**src/rtl/v6510_pkg.sv**
```systemverilog
// Shared definitions for the 6510 bus master: FSM states, parameter defaults
// and synchronizer depth.
package v6510_pkg;

  localparam int HOLD_CLKS_DEF = 2;
  localparam int MAX_RETRY_DEF = 255;
  localparam int SYNC_DEPTH    = 2;

  typedef enum logic [2:0] {
    ST_IDLE = 3'd0,
    ST_ARM  = 3'd1,
    ST_PHI1 = 3'd2,
    ST_PHI2 = 3'd3,
    ST_HOLD = 3'd4,
    ST_RESP = 3'd5
  } state_t;

endpackage

```
**src/rtl/v6510_sync_edge.sv**
```systemverilog
// Multi-flop synchronizer for an asynchronous board signal, with optional
// single-clk rise/fall pulses derived from the synchronized level.
module v6510_sync_edge
  import v6510_pkg::*;
#(
  parameter bit EDGES = 1'b1
) (
  input  logic clk,
  input  logic reset,
  input  logic async_in,
  output logic level,
  output logic rise,
  output logic fall
);

  logic [SYNC_DEPTH-1:0] sync_p0;
  logic                  level_p1;

  always_ff @(posedge clk) begin
    if (reset) begin
      sync_p0  <= '0;
      level_p1 <= 1'b0;
    end else begin
      sync_p0  <= {sync_p0[SYNC_DEPTH-2:0], async_in};
      level_p1 <= sync_p0[SYNC_DEPTH-1];
    end
  end

  // Edge pulses compare the synchronized level with its one-clk-old copy
  assign level = sync_p0[SYNC_DEPTH-1];
  assign rise  = EDGES & level & ~level_p1;
  assign fall  = EDGES & ~level & level_p1;

endmodule

```
**src/rtl/v6510_bus_master.sv**
```systemverilog
// 6510-style bus master: turns single read/write requests into phi2-timed bus
// cycles, yielding to the VIC while AEC is low and retrying up to a limit.
module v6510_bus_master
  import v6510_pkg::*;
#(
  parameter int HOLD_CLKS = HOLD_CLKS_DEF,
  parameter int MAX_RETRY = MAX_RETRY_DEF
) (
  input  logic        clk,
  input  logic        reset,
  input  logic        phi2,
  input  logic        aec,
  input  logic        req_valid,
  output logic        req_ready,
  input  logic [15:0] req_addr,
  input  logic [7:0]  req_wdata,
  input  logic        req_write,
  output logic        rsp_valid,
  output logic [7:0]  rsp_rdata,
  output logic        rsp_err,
  output logic [15:0] address_6510,
  output logic        address_oe,
  output logic        r_w_6510,
  output logic [7:0]  data_6510_out,
  output logic        data_oe,
  input  logic [7:0]  data_6510_in
);

  localparam int RETRY_W = $clog2(MAX_RETRY + 1);
  localparam int HOLD_W  = (HOLD_CLKS > 1) ? $clog2(HOLD_CLKS) : 1;

  state_t               state;
  state_t               state_nxt;
  logic                 phi2_s;
  logic                 phi2_rise;
  logic                 phi2_fall;
  logic                 aec_s;
  logic                 aec_rise_unused;
  logic                 aec_fall_unused;
  logic [15:0]          addr_q;
  logic [7:0]           wdata_q;
  logic                 write_q;
  logic [7:0]           cap_q;
  logic                 err_q;
  logic [RETRY_W-1:0]   retry_cnt;
  logic [RETRY_W-1:0]   retry_inc;
  logic                 retry_hit;
  logic                 retry_bump;
  logic                 lose_bus;
  logic [HOLD_W-1:0]    hold_cnt;
  logic                 accept;

  v6510_sync_edge #(.EDGES(1'b1)) u_phi2_sync (
    .clk      (clk),
    .reset    (reset),
    .async_in (phi2),
    .level    (phi2_s),
    .rise     (phi2_rise),
    .fall     (phi2_fall)
  );

  v6510_sync_edge #(.EDGES(1'b0)) u_aec_sync (
    .clk      (clk),
    .reset    (reset),
    .async_in (aec),
    .level    (aec_s),
    .rise     (aec_rise_unused),
    .fall     (aec_fall_unused)
  );

  assign accept     = req_valid & req_ready;
  assign lose_bus   = ((state == ST_PHI1) || (state == ST_PHI2)) && !aec_s;
  assign retry_bump = lose_bus || ((state == ST_ARM) && phi2_fall && !aec_s);
  assign retry_inc  = retry_cnt + 1'b1;
  assign retry_hit  = (retry_inc == RETRY_W'(MAX_RETRY));

  always_ff @(posedge clk) begin
    if (reset) begin
      state <= ST_IDLE;
    end else begin
      state <= state_nxt;
    end
  end

  always_comb begin
    state_nxt = state;
    case (state)
      ST_IDLE: begin
        if (accept) state_nxt = ST_ARM;
      end
      // A bus cycle only ever starts on a detected phi2 fall
      ST_ARM: begin
        if (phi2_fall) begin
          if (aec_s)          state_nxt = ST_PHI1;
          else if (retry_hit) state_nxt = ST_RESP;
        end
      end
      ST_PHI1: begin
        if (!aec_s)         state_nxt = retry_hit ? ST_RESP : ST_ARM;
        else if (phi2_rise) state_nxt = ST_PHI2;
      end
      ST_PHI2: begin
        if (!aec_s)         state_nxt = retry_hit ? ST_RESP : ST_ARM;
        else if (phi2_fall) state_nxt = ST_HOLD;
      end
      ST_HOLD: begin
        if (hold_cnt == '0) state_nxt = ST_RESP;
      end
      ST_RESP: state_nxt = ST_IDLE;
      default: state_nxt = ST_IDLE;
    endcase
  end

  always_ff @(posedge clk) begin
    if (reset) begin
      addr_q    <= '0;
      wdata_q   <= '0;
      write_q   <= 1'b0;
      cap_q     <= '0;
      err_q     <= 1'b0;
      retry_cnt <= '0;
      hold_cnt  <= '0;
    end else begin
      if (accept) begin
        addr_q    <= req_addr;
        wdata_q   <= req_wdata;
        write_q   <= req_write;
        cap_q     <= '0;
        err_q     <= 1'b0;
        retry_cnt <= '0;
      end
      if (retry_bump) begin
        retry_cnt <= retry_inc;
        if (retry_hit) err_q <= 1'b1;
      end
      if ((state == ST_PHI2) && aec_s && phi2_fall) begin
        hold_cnt <= HOLD_W'(HOLD_CLKS - 1);
      end else if ((state == ST_HOLD) && (hold_cnt != '0)) begin
        hold_cnt <= hold_cnt - 1'b1;
      end
      // The sample on the fall-pulse clk may already be past the bus hold time
      if ((state == ST_PHI2) && !phi2_fall) begin
        cap_q <= data_6510_in;
      end
    end
  end

  always_comb begin
    req_ready     = 1'b0;
    address_oe    = 1'b0;
    data_oe       = 1'b0;
    rsp_valid     = 1'b0;
    rsp_rdata     = '0;
    rsp_err       = 1'b0;
    address_6510  = '0;
    r_w_6510      = 1'b1;
    data_6510_out = '0;
    if (!reset) begin
      case (state)
        ST_IDLE: req_ready = 1'b1;
        ST_PHI1: address_oe = aec_s;
        ST_PHI2: begin
          address_oe = aec_s;
          data_oe    = aec_s & write_q;
        end
        ST_HOLD: begin
          address_oe = 1'b1;
          data_oe    = write_q;
        end
        ST_RESP: begin
          rsp_valid = 1'b1;
          rsp_rdata = write_q ? 8'h00 : cap_q;
          rsp_err   = err_q;
        end
        default: ;
      endcase
      if (address_oe) begin
        address_6510 = addr_q;
        r_w_6510     = ~write_q;
      end
      if (data_oe) data_6510_out = wdata_q;
    end
  end

endmodule

```
**config.mk**
```make
export PLATFORM = sky130hd
export DESIGN_NAME = v6510_bus_master
export DESIGN_NICKNAME = d
export VERILOG_FILES = /design/src/rtl/v6510_pkg.sv /design/src/rtl/v6510_sync_edge.sv /design/src/rtl/v6510_bus_master.sv
export SDC_FILE = /design/constraint.sdc
export NUM_CORES = 1
export LEC_CHECK = 0
export BUFFER_PORTS_ARGS = -buffer_cell sky130_fd_sc_hd__buf_4
export CORE_UTILIZATION = 55
export CTS_CLUSTER_SIZE = 30
export DETAILED_ROUTE_END_ITERATION = 10
export GPL_TIMING_DRIVEN = 0
export PLACE_DENSITY = 0.85
export SYNTH_ARGS = -nofsm -noshare
export SYNTH_HDL_FRONTEND = slang
export SYNTH_SLANG_ARGS = --single-unit
export TNS_END_PERCENT = 50
```
**constraint.sdc**
```tcl
create_clock -name clk -period 4.4 [get_ports clk]
set_input_delay 0.44 -clock clk [delete_from_list [all_inputs] [get_ports clk]]
set_output_delay 0.44 -clock clk [all_outputs]
set_load 0.1 [all_outputs]
```
==> run summary, run 1 <==
The maximum count of clock buffers along a single path is 2. The post-cts repair resize count is 0. STA classifies the critical path startpoint as a flop.

Counting instances, the worst hold path has a depth of 3. Once placement completed, the tool counted placed cells totaling 435. The die is 68.81 um wide. Routability-driven placement finished with a final weighted congestion of 0.8780.

The sequential element share of the synthesized area came out at 41.59%. The combined area of all synthesized cells is 2455 sq um. The transition at the pin with the smallest max-transition slack is 626.4 ps. The highest net fanout along the worst path is 10. The part of the cycle the worst path needs came out at 59.43%. Traced cell by cell, the critical path runs through buf_2 > buf_2 > and3_1 > nor2b_1 > and2_1 > buf_4. In the synthesized netlist, the cells that appear most often are 51 x dfxtp_1, 47 x nand2_1, 45 x nor2_1, 22 x o21ai_1. The via count of the first global-routing pass came out at 2099. STA puts the critical path data required time at 3960 ps. The flow ran to the end, and the final reports show no timing, DRC or antenna violations. The peak supply drop came out at 202.7 uV. The area fraction of the dominant cell type after synthesis is 41.59%.

After detailed routing, the average wire length per cell comes to 13.18 um. The worst reg2reg path startpoint is retry_cnt[1]. After clock tree synthesis, the flow added hold-fix buffers numbering 0. The total setup violations reported at the end of the flow is 0.

The routed via count came out at 2373. The initial core utilization is 59.24%. The final wirelength came out at 5838 um. The share of final-layout standard cells stronger than drive strength 1 came out at 27.23%. In this run, the number of DRC markers left after iteration 0 of detailed routing was 251.

The overall power of the completed layout is 917.7 uW. After clock tree synthesis, the clock-pin slew on the worst setup and hold paths is 90 ps. For this run, the number of standard cells in the final layout without fillers is 443. The most common cell in the synthesized netlist is dfxtp_1. After synthesis, the share of flip-flops with an asynchronous set or reset is 0%. After global routing the overflow that remains totals 0.

Sorting the synthesized cells by area gives the leading types as dfxtp_1 42%, nand2_1 7.2%, nor2_1 6.9%, and2_1 4.8%, nand2b_1 4.8%. Counting distinct cell types in the post-synthesis netlist gives 47. The family of cells with the greatest summed delay on the critical path is simple AND/OR/NAND/NOR gates.

Once detail routing completed, the nets flagged for antenna violations numbered 0. The root buffer cell chosen for the clock tree is clkbuf_8. The path with the worst hold slack has its endpoint at wdata_q[6]. The final non-filler cell area came out at 3169 sq um. The setup slack of the worst register-to-register path came out at 2510 ps. The highest attainable clock frequency came out at 0.3824 GHz.

The first global-routing pass estimated 9266 um of wire. On the final layout, the worst hold slack is 311.5 ps. The sum of negative setup slack is 0 ps. The remaining max-slew budget at the tightest pin came out at 58.16%. The largest clock skew in the final design is 7.493 ps. The TritonCTS buffer count is 5. The number of clock sinks came out at 51. The largest net degree at the start of global routing is 17. The critical path is of the flop to primary output type.

The final critical path time including I/O delays and setup is 2615 ps. The max-capacitance violation count is 0. The power per cell area is 289.5 nW/um^2. Measured in cells, the most critical reg-to-reg path has a length of 6. The total routing usage reported by global routing is 26.57%.

The biggest area contributor in the post-synthesis netlist is dfxtp_1. The max-slew violation total from the final report came out at 0. The repair_antennas step left the layout with diodes totalling 0. The number of I/O pins came out at 76. In the synthesized netlist the dominant register cell turns out to be dfxtp_1. Synthesis produced 310 cells. The synthesis-to-finish area growth came out at 29.10%. The number of nets in the layout came out at 432. The worst hold path begins at req_wdata[6]. The number of cells on the critical path came out at 6.

Clock latency on the worst-skew pair, taken at its later pin, is 300 ps. The area of the die came out at 4735 sq um. The largest stage delay on the critical path is 390 ps. The static leakage power came out at 0.001351 uW. The placed instances occupy a cell area of 3080 sq um. The first detailed-routing pass took 5 iterations. STA classifies the critical path endpoint as a primary output. The placed wire-length estimate after detailed placement came out at 4246 um. The path class of the tightest hold or removal check is primary input to flop. The detailed-route vias per instance is 5.357. The count of H-tree levels built during CTS came out at 2.

The number of setup buffers added after CTS came out at 0. TritonCTS built the clock tree. A synthesized cell averages 7.919 sq um.

Synthesis produced a netlist with a net count of 350. The worst register-to-register path ends at err_q. The number of antenna violations at the first check in global routing is 0. The core outline area came out at 4144 sq um.

The total count of hold-check failures in the final report is 0. Counting flops with a built-in enable in the synthesized netlist gives 0. The slowest stage of the critical path is the nor2b_1 cell. The buffers plus inverters on the worst setup path is 3. Setup repair after global routing left no endpoint under its margin. Port buffering added 75 buffers. In this run, synthesis produced a sequential element count of 51. In this run the core area contains 23 standard-cell rows. The die is 68.81 um tall. STA puts the critical path data arrival time at 2170 ps.

The Yosys warning count came out at 0. After detailed routing, the number of remaining DRC violations is 0. The most common cell type on the critical path is buf_2.
==> registers in the layout (all words and copies together), names as in the netlist <==
name and flops:
retry_cnt 8, u_aec_sync.sync_p0 2, addr_q 16, state 3, u_phi2_sync.sync_p0 2, cap_q 8
wdata_q 8, write_q 1, err_q 1, hold_cnt 1, u_phi2_sync.level_p1 1
==> cell families (layout without fill, tap and decap cells) <==
group / after synthesis / count (layout) / synth area share [%]
flip-flops: 51 / 51 / 41.59
XOR/XNOR: 5 / 5 / 2.090
adder cells (fa/ha/maj): 3 / 3 / 1.427
buffers and inverters: 22 / 105 / 4.230
AO/OA/AOI/OAI: 58 / 58 / 15.29
AND/OR/NAND/NOR: 171 / 171 / 35.37
==> tightest hold or removal path: stages <==
cell and delay [ps]:
buf_4 70, nand2_1 40, nand2_1 40
==> worst max path at each step <==
stage | start | endpoint
detailed placement | reset | rsp_rdata[6]
floorplan | reset | data_6510_out[0]
global placement | reset | rsp_rdata[3]
CTS | state[2] | rsp_rdata[6]
global route | state[2] | rsp_rdata[6]
finish | state[2] | rsp_rdata[6]
==> placed cells by master, fill, tap and decap left out, types with 6 or more instances in the layout <==
master,instances
nor2b_1,8
a22oi_1,10
and2_1,19
dfxtp_1,51
nor2_1,45
buf_2,8
a21oi_1,9
nand3b_1,10
clkbuf_1,6
nand2b_1,19
nand2_1,47
buf_4,78
o21ai_1,22
==> power by group <==
part | leakage, uW | switching, uW | internal, uW
clock | 0.0000418 | 160 | 115
combinational | 0.000892 | 77.7 | 62.0
sequential | 0.000417 | 13.5 | 490
total | 0.00135 | 251 | 666
==> layout make-up <==
cell class | count | area, sq um
Clock buffer | 6 | 72.57
Inverter | 4 | 15.01
Sequential cell | 51 | 1021
Clock inverter | 2 | 16.27
Tap cell | 50 | 62.56
Multi-Input combinational cell | 237 | 1330
Timing Repair Buffer | 75 | 563.0
Fill cell | 321 | 974.7
Buffer | 18 | 88.84
==> metrics by stage <==
step	setup slack, ps	utilization, %
2_1_floorplan	843.9	-
3_3_place_gp	1894	74.34
3_5_place_dp	1867	74.34
4_1_cts	1769	76.48
5_1_grt	1620	76.48
6_report	1785	76.48
==> metal layers <==
metal,routed length (um),global-route usage [%],up-vias
met5,0,0,-
met4,72,9.439,0
met3,326,7.072,9
met2,2792,44.12,70
met1,2648,33.03,1093
li1,-,-,1201
Note: power is estimated with default switching activity, not from simulation.
==> run 2: changes to the inputs <==
Settings changed: CORE_UTILIZATION 55 to 51, PLACE_DENSITY 0.85 to 0.8.
Clock period 4.4 ns to 2.6 ns, I/O delays scaled along.
==> run 2 against run 1 <==
Sequential power rose by 70%. Hold slack worse by 170 ps. Via count decreased by 1.0%. Utilization decreased by 5.0 points. Flip-flop and latch count unchanged. Sequential share of layout area decreased by 0.50 points. Clock skew barely moved. Die area rose by 7.6%. Register-to-register slack got worse by 1800 ps. Cell area increased by 1.6%.
==> run summary, run 2 (synthesis results as in run 1) <==
The part of the total power dissipated in the clock network is 34.3% (was 29.9%). The max-capacitance violation count is 0 (unchanged). The most flop-heavy register is addr_q (unchanged). The number of standard-cell rows in the floorplan was 24 (was 23). The global-route wire length before repair is 10250 um (was 9266 um). The last weighted congestion value of the routability-driven placer came out at 0.8460 (was 0.8780).

The total overflow reported by the global router is 0 (unchanged). The worst endpoint data arrival time came out at 2150 ps (was 2170 ps). The most frequent standard cell in the layout excluding fill and tap cells is buf_4 (unchanged). The power per cell area is 516.5 nW/um^2 (was 289.5 nW/um^2).

The routed via count is 2349 (was 2373). The number of nets in the layout came out at 432 (unchanged). The remaining antenna violation count after routing is 0 (unchanged).

Unrepaired setup endpoints after global routing: false (unchanged). The sequential share of power is 51.3% (was 54.8%). The largest stage delay on the critical path came out at 490 ps (was 390 ps).

The via count of the first global-routing pass came out at 2343 (was 2099). The cell internal power dissipation came out at 1247 uW (was 666.3 uW). The largest clock skew in the final design is 7.582 ps (was 7.493 ps).

The type of origin of the critical path is a flop (unchanged). The worst hold slack came out at 139.0 ps (was 311.5 ps). The final critical path time including I/O delays and setup came out at 2415 ps. The post-cts repair resize count is 0 (unchanged). Ordered cell list for the critical path: buf_2 > nor2_1 > a21oi_2 > buf_2 > nor2_1 > buf_4 (was buf_2 > buf_2 > and3_1 > nor2b_1 > and2_1 > buf_4). The share of final-layout standard cells stronger than drive strength 1 came to 27.99% (was 27.23%).

The initial core utilization was 54.50% (was 59.24%). The total placed cells including tap cells came out at 437 (was 435). The net load switching power is 415.8 uW (was 251.4 uW). The total count of hold-check failures in the final report came to 0 (unchanged). The transition at the pin with the smallest max-transition slack is 697.2 ps (was 626.4 ps).

The setup slack after placement is 433.8 ps (was 1867 ps). The clock tree from TritonCTS is done (unchanged). The post-detailed-route wirelength per cell came to 13.52 um (was 13.18 um). The total setup violations reported at the end of the flow came out at 0 (unchanged). The sum of negative setup slack came out at 0 ps (unchanged). The area of placed instances is 3099 sq um (was 3080 sq um). The die height came out at 71.38 um (was 68.81 um). The classification of the worst setup path is flop to primary output (unchanged). Run status: completed (unchanged). The placed wire-length estimate after detailed placement came out at 4332 um (was 4246 um).

The proportion of total power due to net switching came to 25.00% (was 27.39%). The max-slew violation total from the final report is 0 (unchanged). Commonest cells after routing, fill and taps aside: 78 x buf_4, 51 x dfxtp_1, 47 x nand2_1, 44 x nor2_1, 22 x o21ai_1 (was 78 x buf_4, 51 x dfxtp_1, 47 x nand2_1, 45 x nor2_1, 22 x o21ai_1).

The final non-filler cell area is 3219 sq um (was 3169 sq um). The clock latency of the later-clocked register in the worst-skew pair is 300 ps (about the same). The maximum count of clock buffers along a single path was 2 (unchanged). The starting DRC count in detailed routing came to 160 (was 251). The static leakage power came out at 0.001373 uW (was 0.001351 uW).

The smallest setup slack after layout is 185.2 ps (was 1785 ps). The width of the die is 71.38 um (was 68.81 um). The total iterations of the first detailed-routing run was 4 (was 5).

The area of the die is 5095 sq um (was 4735 sq um). The hold-fix buffer count after cts is 0 (unchanged). The worst min-delay path category is primary input to flop (unchanged).

The antenna diode instance count was 0 (unchanged). The number of I/O pins is 76 (unchanged). The peak supply drop came to 372.5 uV (was 202.7 uV).

The total routing usage reported by global routing is 25.10% (was 26.57%). The count of H-tree levels built during CTS is 2 (unchanged). The TritonCTS buffer count is 5 (unchanged). The clock edge transition at the registers on the reported setup and hold paths came to 90 ps (about the same). The total DRC errors in the routed layout came out at 0 (unchanged). The synthesis-to-finish area growth is 31.14% (was 29.10%). The power share of the combinational group came out at 14.4% (was 15.2%). The final instance count without filler cells was 445 (was 443). The final wirelength came out at 6016 um (was 5838 um). The number of flip-flops under the largest register name came out at 16 (unchanged).

The sort of element at the end of the critical path was a primary output (unchanged). The number of clock sinks is 51 (unchanged). The highest net fanout along the worst path is 10 (unchanged). The number of antenna violations at the first check in global routing came out at 0 (unchanged).

The remaining max-slew budget at the tightest pin is 53.43% (was 58.16%). The part of the cycle the worst path needs is 92.88%. The number of setup buffers added after CTS is 0 (unchanged).

The required time reported for the critical path endpoint came to 2340 ps (was 3960 ps). The library cell contributing the largest single delay on the critical path is dfxtp_1 (was nor2b_1). The largest net degree at the start of global routing came to 16 (was 17).

The CTS root buffer is clkbuf_8 (unchanged). The detailed-route vias per instance is 5.279 (was 5.357). The highest attainable clock frequency is 0.4141 GHz. The number of buffers added on ports is 75 (unchanged).

The core outline area came to 4504 sq um (was 4144 sq um). The family of cells with the greatest summed delay on the critical path is buffers and inverters (was simple AND/OR/NAND/NOR gates). The buffers plus inverters on the worst setup path is 3 (unchanged).
## run 2: worst min-delay path: stages
cell	delay (ps)
buf_4	80
nand2_1	40
nand2_1	40
## run 2: final timing paths
kind | start | end | slack (ps) | cells past startpoint
setup / recovery | state[1] | address_oe | 190 | 6
hold / removal | req_wdata[5] | wdata_q[5] | 140 | 3
setup reg to reg | retry_cnt[0] | err_q | 740 | 6
hold reg to reg | u_aec_sync.sync_p0[0] | u_aec_sync.sync_p0[1] | 440 | 1
## run 2: layer usage
layer  GRT usage, %  wire [um]  vias up
li1               -          -     1197
met1          30.73       2629     1082
met2          43.07       2966       66
met3          6.892        379        4
met4          7.556         41        0
met5              0          0        -
## run 2: area by class of cell
type	count	area (sq um)
sequential	51	1021
tap	52	65.06
timing repair buffer	75	563.0
multi-input combinational	237	1349
inverter	4	15.01
clock inverter	2	35.03
fill	387	1285
buffer	18	88.84
clock buffer	6	82.58
## run 2: per-stage QoR
stage | util [%] | power, uW
finish | 71.47 | 1663
detailed placement | 68.81 | 1109
floorplan | - | 1023
global route | 71.47 | 1737
global placement | 68.81 | 1103
CTS | 71.42 | 1674
## run 2: power by group through the flow
stage                     Sequential [uW]  Combinational [uW]  Clock, uW
after floorplan                       864                 159          0
after CTS                             853                 240        581
final                                 853                 240        570
after global placement                868                 235          0
after global routing                  858                 264        614
after detailed placement              871                 238          0
